**config.mk**
```make
export PLATFORM = sky130hd
export DESIGN_NAME = mc_seq_ctrl
export DESIGN_NICKNAME = d
export VERILOG_FILES = /design/src/rtl/mc_seq_ctrl.sv
export SDC_FILE = /design/constraint.sdc
export NUM_CORES = 1
export LEC_CHECK = 0
export CORE_MARGIN = 8
export CORE_UTILIZATION = 43
export DETAILED_ROUTE_END_ITERATION = 12
export PLACE_DENSITY = 0.81
export SLEW_MARGIN = 10
export SYNTH_ARGS = -nofsm -noshare
export SYNTH_HDL_FRONTEND = slang
export SYNTH_SLANG_ARGS = --single-unit
```
**constraint.sdc**
```tcl
create_clock -name clk -period 2.1 [get_ports clk]
set_input_delay 0.42 -clock clk [delete_from_list [all_inputs] [get_ports clk]]
set_output_delay 0.42 -clock clk [all_outputs]
set_load 0.02 [all_outputs]
```
**src/rtl/mc_seq_ctrl.sv**
```systemverilog
// mc_seq_ctrl: multicycle MIPS-style control sequencer (Moore FSM, 13 states).
// Define ILLEGAL_TRAP_EN to trap unsupported opcodes; otherwise they execute as NOPs.
module mc_seq_ctrl (
    input  logic       clk,
    input  logic       rst_n,
    input  logic [5:0] op,
    input  logic       zero,
    input  logic       mem_ready,
    output logic       pc_write,
    output logic       ir_write,
    output logic       i_or_d,
    output logic       mem_read,
    output logic       mem_write,
    output logic       mem_to_reg,
    output logic       reg_dst,
    output logic       reg_write,
    output logic       alu_src_a,
    output logic [1:0] alu_src_b,
    output logic [2:0] alu_op,
    output logic [1:0] pc_src,
    output logic       instr_done,
    output logic       illegal,
    output logic [3:0] state
);
`ifdef ILLEGAL_TRAP_EN
    localparam bit TRAP_EN = 1'b1;
`else
    localparam bit TRAP_EN = 1'b0;
`endif
    typedef enum logic [3:0] {
        FETCH = 4'd0, DECODE = 4'd1, MEMADR = 4'd2, MEMRD = 4'd3, MEMWB = 4'd4,
        MEMWR = 4'd5, REX = 4'd6, RWB = 4'd7, IEX = 4'd8, IWB = 4'd9,
        BEQ = 4'd10, JMP = 4'd11, TRAP = 4'd12
    } state_t;
    localparam logic [5:0] OP_R = 6'b000000, OP_LW = 6'b100011, OP_SW = 6'b101011,
        OP_ADDI = 6'b001000, OP_SLTI = 6'b001010, OP_ANDI = 6'b001100,
        OP_ORI = 6'b001101, OP_BEQ = 6'b000100, OP_J = 6'b000010;
    state_t st, nxt;
    logic is_imm, legal;
    assign is_imm = op == OP_ADDI || op == OP_SLTI || op == OP_ANDI || op == OP_ORI;
    assign legal = is_imm || op == OP_R || op == OP_LW || op == OP_SW || op == OP_BEQ || op == OP_J;
    assign state = st;
    assign illegal = TRAP_EN && st == TRAP;
    always_comb begin
        nxt = FETCH;
        case (st)
            FETCH:  nxt = mem_ready ? DECODE : FETCH;
            DECODE: nxt = op == OP_R ? REX : (op == OP_LW || op == OP_SW) ? MEMADR :
                          is_imm ? IEX : op == OP_BEQ ? BEQ : op == OP_J ? JMP :
                          TRAP_EN ? TRAP : FETCH;
            MEMADR: nxt = op == OP_LW ? MEMRD : MEMWR;
            MEMRD:  nxt = mem_ready ? MEMWB : MEMRD;
            MEMWR:  nxt = mem_ready ? FETCH : MEMWR;
            REX:    nxt = RWB;
            IEX:    nxt = IWB;
            TRAP:   nxt = TRAP;
            default: nxt = FETCH;
        endcase
    end
    always_ff @(posedge clk or negedge rst_n) begin
        if (!rst_n) st <= FETCH;
        else st <= nxt;
    end
    // Control word is decoded from the state register; reset masks every side-effecting strobe.
    always_comb begin
        {pc_write, ir_write, i_or_d, mem_read, mem_write, mem_to_reg, reg_dst, reg_write} = '0;
        {alu_src_a, alu_src_b, alu_op, pc_src, instr_done} = '0;
        case (st)
            FETCH: begin
                mem_read = 1'b1;
                alu_src_b = 2'b01;
                alu_op = 3'b011;
                pc_write = mem_ready;
                ir_write = mem_ready;
            end
            DECODE: begin
                alu_src_b = 2'b11;
                alu_op = 3'b011;
                instr_done = !legal && !TRAP_EN;
            end
            MEMADR: {alu_src_a, alu_src_b, alu_op} = {1'b1, 2'b10, 3'b011};
            MEMRD:  {mem_read, i_or_d} = 2'b11;
            MEMWB:  {reg_write, mem_to_reg, instr_done} = 3'b111;
            MEMWR: begin
                {mem_write, i_or_d} = 2'b11;
                instr_done = mem_ready;
            end
            REX:    {alu_src_a, alu_op} = {1'b1, 3'b010};
            RWB:    {reg_write, reg_dst, instr_done} = 3'b111;
            IEX: begin
                {alu_src_a, alu_src_b} = {1'b1, 2'b10};
                alu_op = op == OP_SLTI ? 3'b100 : op == OP_ANDI ? 3'b101 : op == OP_ORI ? 3'b110 : 3'b011;
            end
            IWB:    {reg_write, instr_done} = 2'b11;
            BEQ: begin
                {alu_src_a, alu_op, pc_src, instr_done} = {1'b1, 3'b001, 2'b01, 1'b1};
                pc_write = zero;
            end
            JMP:    {pc_src, pc_write, instr_done} = {2'b10, 1'b1, 1'b1};
            default: ;
        endcase
        if (!rst_n) {pc_write, ir_write, mem_read, mem_write, reg_write, instr_done} = '0;
    end
endmodule

```
==> results of run 1 <==
routing by layer:
metal / GRT usage, % / vias up / wire length, um
met5: 0 / - / 0
met4: 8.25 / 0 / 97
met3: 4.34 / 12 / 198
met2: 31.1 / 61 / 1430
met1: 19.0 / 473 / 1110
li1: - / 486 / -
power by group through the flow:
stage	Clock, mW	Combinational, mW	Sequential (mW)
after global routing	0.102	0.890	0.142
after global placement	0	0.838	0.132
after floorplan	0	0.403	0.136
final	0.0932	0.832	0.140
after CTS	0.0926	0.824	0.134
after detailed placement	0	0.862	0.135
metrics by stage:
| step | total power, mW | area [sq um] | cells |
|---|---|---|---|
| after floorplan | 0.539 | 687 | 99 |
| after global placement | 0.970 | 1200 | 171 |
| after detailed placement | 0.997 | 1200 | 171 |
| after CTS | 1.05 | 1210 | 174 |
| after global routing | 1.13 | 1190 | 174 |
| final | 1.07 | 1190 | 174 |
final timing paths:
path,startpoint,end,slack [ns],cells after the start
max,state[3],alu_src_b[1],0.04,3
min,rst_n,state[0],0.57,2
max reg2reg,state[3],state[1],0.56,5
min reg2reg,state[3],state[0],0.80,2
max in group asynchronous,rst_n,state[1],1.41,2
min in group clk,op[3],state[3],0.64,3
Yosys cell counts, types with 2 or more instances:
cell	number	area share [%]
nor4_1	2	1.8
inv_1	2	1.1
nor2_1	13	7.1
nor3_1	8	5.8
o21ai_0	3	2.2
o211ai_1	3	3.3
buf_6	3	4.9
nand3_1	4	2.9
nor2b_1	4	3.6
nand2b_1	2	1.8
and2b_1	2	2.2
dfrtp_1	4	15
buf_4	3	3.3
a21oi_1	7	5.1
nand2_1	8	4.4
worst max-delay path, stage by stage, from the launching register on:
cell and delay, ns:
dfrtp_1 0.44, or4b_4 0.56, nand3_1 0.10, clkdlybuf4s15_1 0.31
logic make-up (layout without fill, tap and decap cells):
kind of cell,Yosys count,after routing,synth area share [%]
DFF,4,4,14.6
other,1,1,0.546
AOI/OAI and AO/OA,28,28,29.3
buffers and inverters,11,70,11.1
xor gates and xnor gates,1,1,1.28
and+or+nand+nor,53,53,41.7
muxes,1,1,1.46
what timing repair did:
item                       CTS  global route
setup endpoints to repair   17             9
pin swaps                    0             1
cloned                       0             0
resized for setup           45            21
final cells by class:
type                       instances  area [sq um]
tap                               16          20.0
multi-input combinational         84           538
timing repair buffer              64           500
sequential                         4           103
clock buffer                       3          22.5
fill                             113           312
inverter                           3          11.3
==> run_results.csv, run 1 <==
group,metric,value,unit
job,drv_cap,0,
critical_path,crit_fanout,6,
global_route,grt_pass1_vias,1056,
clock_tree,clock_path_buffers,2,
critical_path,worstPathArrival,1.64,ns
routing,antenna_left,0,
sta,skew,0.000592,ns
critical_path,critical_path_class,"flip-flop to primary output",
power_and_ir_drop,power.density,892,mW/mm^2
floorplan,io_pins,32,
sta,rsz0062_at_grt,"yes",
cells_and_area,fin_util,79.3,%
power_and_ir_drop,p_sw,0.495,mW
worst_hold_path,hold_path.class,"primary input to async pin",
sta,tns,0,ns
global_route,grt_usage,17.6,%
yosys,syn_nets,109,
run_status,status,"completed",
place,io_buffers,30,
cells_and_area,mostFrequentLayoutCell,"buf_4",
critical_path,endpoint_kind,"primary output",
routing,via_per_inst,5.93,
power_and_ir_drop,peakVddDrop,475,uV
clock_tree,numCtsBuffers,3,
sta,max_freq,0.484,GHz
cells_and_area,n_antenna_cell,0,
routing,drc,0,
cells_and_area,syn_to_final_growth,74.0,%
clock_tree,ctsHtreeMaxLevel,1,
critical_path,critPathRequiredTime,1.68,ns
power_and_ir_drop,clkPwrFrac,8.7,%
place,gp_congestion,0.878,
clock_tree,clk_latency,0.23,ns
routing,dr.pass1.iters,4,
yosys,async_reset_ff_share,100,%
power_and_ir_drop,p_int,0.571,mW
critical_path,start_kind,"flip-flop",
power_and_ir_drop,switching_share,46.4,%
routing,wire_per_inst,16.3,um
yosys,post_synth.cell_area_avg,6.94,sq um
yosys,ys_seq_elements,4,
power_and_ir_drop,seq_power_share,13.2,%
global_route,grt_max_degree,10,
routing,drtIter0Drc,25,
cells_and_area,nets,170,
floorplan,rows,14,
yosys,synth_cells,99,
yosys,ys_seq_area_share,14.6,%
sta,whs,0.572,ns
sta,setup_slack,0.0353,ns
clock_tree,post_cts.repair.setup_buffers,0,
floorplan,fp.dieH,56.0,um
yosys,ys_types,46,
sta,hold_viol_final,0,
floorplan,die_area,0.00313,sq mm
yosys,syn_area,687,sq um
global_route,antenna_found_initial,0,
cells_and_area,layout_common_cells,"buf_4 (35), nor2_1 (12), nand2_1 (8), nor3_1 (8), dlygate4sd2_1 (8)",
yosys,synth_edf_count,0,
cells_and_area,final_layout_size_suffix_gt1_share,38.0,%
sta,finalCritPeriodShare,98.3,%
place,dp_slack,-0.656,ns
sta,slew_viol_final,0,
power_and_ir_drop,pwr-share-comb,78.1,%
clock_tree,path_clk_slew,0.04,ns
place,dpl.hpwl,2240,um
clock_tree,cts.sinks,4,
global_route,overflow,0,
global_route,grt_pass1_wl,4760,um
cells_and_area,largest_register_ffs,4,
floorplan,die_w,56.0,um
yosys,ys_warn_count,0,
clock_tree,clockRootBuffer,"clkbuf_4",
floorplan,core,0.00151,sq mm
routing,via_count,1032,
routing,wirelength,2840,um
power_and_ir_drop,leakage,0.561,nW
floorplan,initial_core_util,45.6,%
sta,finalSetupViolations,0,
yosys,ys_dominant_reg_cell,"dfrtp_1",
clock_tree,tritoncts,"done",
sta,final.min_clock_period,2.06,ns
clock_tree,hold_buffers,0,
Power figures use the tool's default switching activity.
==> run 2: changes to the inputs <==
--- a/config.mk
+++ b/config.mk
@@ -9,6 +9,7 @@
 export CORE_UTILIZATION = 43
 export DETAILED_ROUTE_END_ITERATION = 12
 export PLACE_DENSITY = 0.81
+export RECOVER_POWER = 25
 export SLEW_MARGIN = 10
 export SYNTH_ARGS = -nofsm -noshare
 export SYNTH_HDL_FRONTEND = slang
==> run_results.csv, run 2 (synthesis results as in run 1) <==
group,metric,value,unit
clock_tree,cts.sinks,4,
routing,via_per_inst,5.86,
critical_path,start_kind,"flip-flop",
routing,antenna_left,0,
power_and_ir_drop,leakage,0.557,nW
cells_and_area,nets,170,
floorplan,fp.dieH,56.0,um
place,gp_congestion,0.878,
place,io_buffers,30,
critical_path,crit_fanout,7,
global_route,overflow,0,
cells_and_area,syn_to_final_growth,73.4,%
critical_path,critical_path_class,"flip-flop to primary output",
routing,dr.pass1.iters,4,
cells_and_area,largest_register_ffs,4,
routing,wire_per_inst,16.3,um
floorplan,core,0.00151,sq mm
global_route,grt_usage,17.6,%
clock_tree,clockRootBuffer,"clkbuf_4",
worst_hold_path,hold_path.class,"primary input to async pin",
sta,max_freq,0.484,GHz
sta,skew,0.00131,ns
global_route,antenna_found_initial,0,
power_and_ir_drop,peakVddDrop,476,uV
run_status,status,"completed",
sta,slew_viol_final,0,
routing,drtIter0Drc,25,
global_route,grt_max_degree,10,
clock_tree,ctsHtreeMaxLevel,1,
routing,drc,0,
sta,finalCritPeriodShare,98.4,%
cells_and_area,layout_common_cells,"buf_4 (34), nor2_1 (12), nand2_1 (8), nor3_1 (8), dlygate4sd2_1 (8)",
routing,via_count,1019,
global_route,grt_pass1_vias,1056,
global_route,grt_pass1_wl,4760,um
critical_path,endpoint_kind,"primary output",
clock_tree,clock_path_buffers,2,
clock_tree,post_cts.repair.setup_buffers,0,
floorplan,die_w,56.0,um
sta,final.min_clock_period,2.07,ns
cells_and_area,final_layout_size_suffix_gt1_share,37.3,%
clock_tree,numCtsBuffers,3,
place,dpl.hpwl,2240,um
floorplan,initial_core_util,45.6,%
floorplan,io_pins,32,
floorplan,rows,14,
place,placed_cell_area,0.00120,sq mm
sta,hold_viol_final,0,
power_and_ir_drop,power.density,893,mW/mm^2
cells_and_area,n_antenna_cell,0,
job,drv_cap,0,
sta,whs,0.594,ns
clock_tree,tritoncts,"done",
routing,wirelength,2830,um
clock_tree,clk_latency,0.23,ns
floorplan,die_area,0.00313,sq mm
cells_and_area,design_area,0.00119,sq mm
cells_and_area,fillCellCount,115,
critical_path,critPathRequiredTime,1.68,ns
sta,rsz0062_at_grt,"yes",
sta,finalSetupViolations,0,
clock_tree,path_clk_slew,0.04,ns
cells_and_area,mostFrequentLayoutCell,"buf_4",
critical_path,worstPathArrival,1.65,ns
[run 2: changes by cell type in the layout (fill, tap and decap cells not counted)]
cell / change
clkbuf_1: +1
buf_4: -1
[run 2: metal layers]
metal	up-vias	track usage [%]	part of all wire (%)
li1	484	-	-
met1	472	19.0	40
met2	51	31.1	51
met3	12	4.34	6.0
met4	0	8.25	3.4
met5	-	0	0
[run 2: worst paths after layout]
path	start	endpoint	slack [ns]	cells past startpoint
max	state[2]	alu_src_b[1]	0.03	3
min	rst_n	state[0]	0.59	2
max reg2reg	state[2]	state[1]	0.55	5
min reg2reg	state[3]	state[0]	0.80	2
max in group asynchronous	rst_n	state[1]	1.29	2
min in group clk	op[3]	state[3]	0.64	3
[run 2: cell type report]
type	count	area, sq um	share of cell area, %
sequential	4	103	8.61
multi-input combinational	84	538	45.2
clock buffer	3	22.5	1.89
inverter	3	11.3	0.945
tap	16	20.0	1.68
timing repair buffer	64	497	41.7
[run 2: stage by stage]
| stage | total power, mW | setup TNS [ns] | utilization (%) | std cells | setup WS (ns) |
|---|---|---|---|---|---|
| final | 1.06 | 0 | 79.1 | 174 | 0.0326 |
| after global routing | 1.13 | -0.00878 | 79.1 | 174 | -0.00878 |
| after CTS | 1.05 | -0.0871 | 80.5 | 174 | -0.0871 |
| after detailed placement | 0.997 | -3.56 | 79.5 | 171 | -0.656 |
| after global placement | 0.970 | -3.17 | 79.5 | 171 | -0.611 |
| after floorplan | 0.539 | 0 | - | 99 | 0.171 |
[run 2: critical path, cell delays in order, from the launching register on]
cell	delay [ns]
dfrtp_1	0.45
or4b_4	0.55
nand3_1	0.10
clkdlybuf4s15_1	0.31
[run 2: power breakdown]
group          internal [mW]  switching, mW
clock                 0.0638         0.0297
sequential            0.0978         0.0428
combinational          0.408          0.421
[run 2: what timing repair did]
action                                  CTS  global route
hold buffers                              0             0
endpoints found under the setup margin   17             9
gates resized for setup                  45            21
pin swaps                                 0             1
==> run 3: changes to the inputs <==
==> constraint.sdc (replaced) <==
create_clock -name clk -period 2.5 [get_ports clk]
set_input_delay 0.5 -clock clk [delete_from_list [all_inputs] [get_ports clk]]
set_output_delay 0.5 -clock clk [all_outputs]
set_load 0.02 [all_outputs]
==> run_results.csv, run 3 (synthesis results as in run 1) <==
group,metric,value,unit
global_route,grt_pass1_vias,881,
critical_path,cp_cell_sequence,"clkdlybuf4s50_1 -> or3_4 -> o221a_1 -> o21a_1 -> clkdlybuf4s15_2",
cells_and_area,mostFrequentLayoutCell,"buf_4",
routing,drc,0,
clock_tree,path_clk_slew,0.04,ns
routing,drtIter0Drc,9,
floorplan,fp.dieH,56.0,um
floorplan,io_pins,32,
job,drv_cap,0,
floorplan,rows,14,
place,gp_congestion,0.879,
sta,max_freq,0.413,GHz
cells_and_area,nets,158,
global_route,top_usage_layer,"met2",
routing,antenna_left,0,
critical_path,endpoint_kind,"primary output",
critical_path,startpoint,"op[3]",
sta,finalSetupViolations,0,
global_route,grt_usage,15.6,%
clock_tree,hold_buffers,0,
sta,final.min_clock_period,2.42,ns
worst_hold_path,hold_path.class,"primary input to async pin",
run_status,status,"completed",
place,dpl.hpwl,1850,um
routing,via_count,893,
sta,setup_slack,0.0774,ns
clock_tree,clock_path_buffers,2,
cells_and_area,layout_common_cells,"buf_4 (20), clkdlybuf4s50_1 (14), nor2_1 (13)",
critical_path,r2r_end,"state[2]",
place,placed_cell_area,0.00111,sq mm
power_and_ir_drop,power.density,689,mW/mm^2
clock_tree,clk_latency,0.25,ns
critical_path,cp_slowest_stage_delay,0.44,ns
sta,rsz0062_at_grt,"no",
clock_tree,numCtsBuffers,3,
clock_tree,post_cts.repair.setup_buffers,0,
sta,slew_viol_final,0,
sta,whs,0.713,ns
power_and_ir_drop,total_power,0.790,mW
critical_path,critPathSlowestCell,"clkdlybuf4s50_1",
critical_path,reg2reg_slack,0.94,ns
critical_path,crit_fanout,3,
place,dpl.cell_count,159,
critical_path,critical_path_class,"primary input to primary output",
floorplan,core,0.00151,sq mm
critical_path,worstPathArrival,1.92,ns
clock_tree,tritoncts,"done",
global_route,grt_pass1_wl,4010,um
sta,finalCritPeriodShare,96.9,%
routing,wire_per_inst,14.2,um
clock_tree,clockRootBuffer,"clkbuf_4",
critical_path,r2r_start,"state[2]",
cells_and_area,fin_util,76.2,%
power_and_ir_drop,peakVddDrop,360,uV
global_route,grt_max_degree,11,
cells_and_area,syn_to_final_growth,67.0,%
floorplan,initial_core_util,45.6,%
routing,wirelength,2310,um
sta,skew,0.000154,ns
routing,via_per_inst,5.51,
clock_tree,ctsHtreeMaxLevel,1,
critical_path,start_kind,"primary input",
cells_and_area,final_layout_size_suffix_gt1_share,23.3,%
clock_tree,ctsResizeCount,16,
critical_path,r2r.worst_path.cells,5,
cells_and_area,n_antenna_cell,0,
place,dp_slack,-0.423,ns
critical_path,cp_top_family,"buffers and inverters",
power_and_ir_drop,leakage,0.530,nW
floorplan,die_w,56.0,um
global_route,use_met2,21.7,%
critical_path,cp_num_cells,5,
critical_path,critPathRequiredTime,2.00,ns
sta,tns,0,ns
sta,hold_viol_final,0,
cells_and_area,stdcell_count,162,
critical_path,cp-endpoint,"instr_done",
place,io_buffers,30,
global_route,antenna_found_initial,0,
routing,dr.pass1.iters,4,
critical_path,critical_path_buf_inv_count,2,
global_route,overflow,0,
floorplan,die_area,0.00313,sq mm
global_route,grt_use_met1,17.1,%
clock_tree,cts.sinks,4,
cells_and_area,design_area,0.00115,sq mm
global_route,grt_use_met3,8.45,%
cells_and_area,largest_register_ffs,4,
==> run 3: layer usage <==
| metal | wire length (um) | part of all wire, % |
|---|---|---|
| met1 | 1020 | 44 |
| met2 | 1030 | 45 |
| met3 | 198 | 8.6 |
| met4 | 56 | 2.4 |
| met5 | 0 | 0 |
==> run 3: worst min-delay path by stage <==
stage                   from  endpoint  slack, ns
CTS                    rst_n  state[1]       0.60
global placement    state[3]  state[1]       0.82
finish                 rst_n  state[3]       0.71
global route           rst_n  state[0]       0.75
floorplan              rst_n  state[0]       0.20
detailed placement  state[2]  state[1]       0.82
==> run 3: cell type report <==
| class | instances | area, sq um |
|---|---|---|
| Multi-Input combinational cell | 84 | 526 |
| Timing Repair Buffer | 52 | 468 |
| Fill cell | 118 | 359 |
| Clock buffer | 3 | 22.5 |
| Tap cell | 16 | 20.0 |
| Inverter | 3 | 11.3 |
| Sequential cell | 4 | 100 |
==> run 3: report_power, final <==
part | switching (mW) | internal [mW]
sequential | 0.0386 | 0.0801
clock | 0.0299 | 0.0539
combinational | 0.308 | 0.280
total | 0.376 | 0.414
==> run 3: worst reg2reg max path, delay by kind of cell, from the launching register on <==
kind	cells	cell delay, ns
flops	1	0.52
simple gates	1	0.35
compound gates	3	0.38
buf+inv	1	0.22
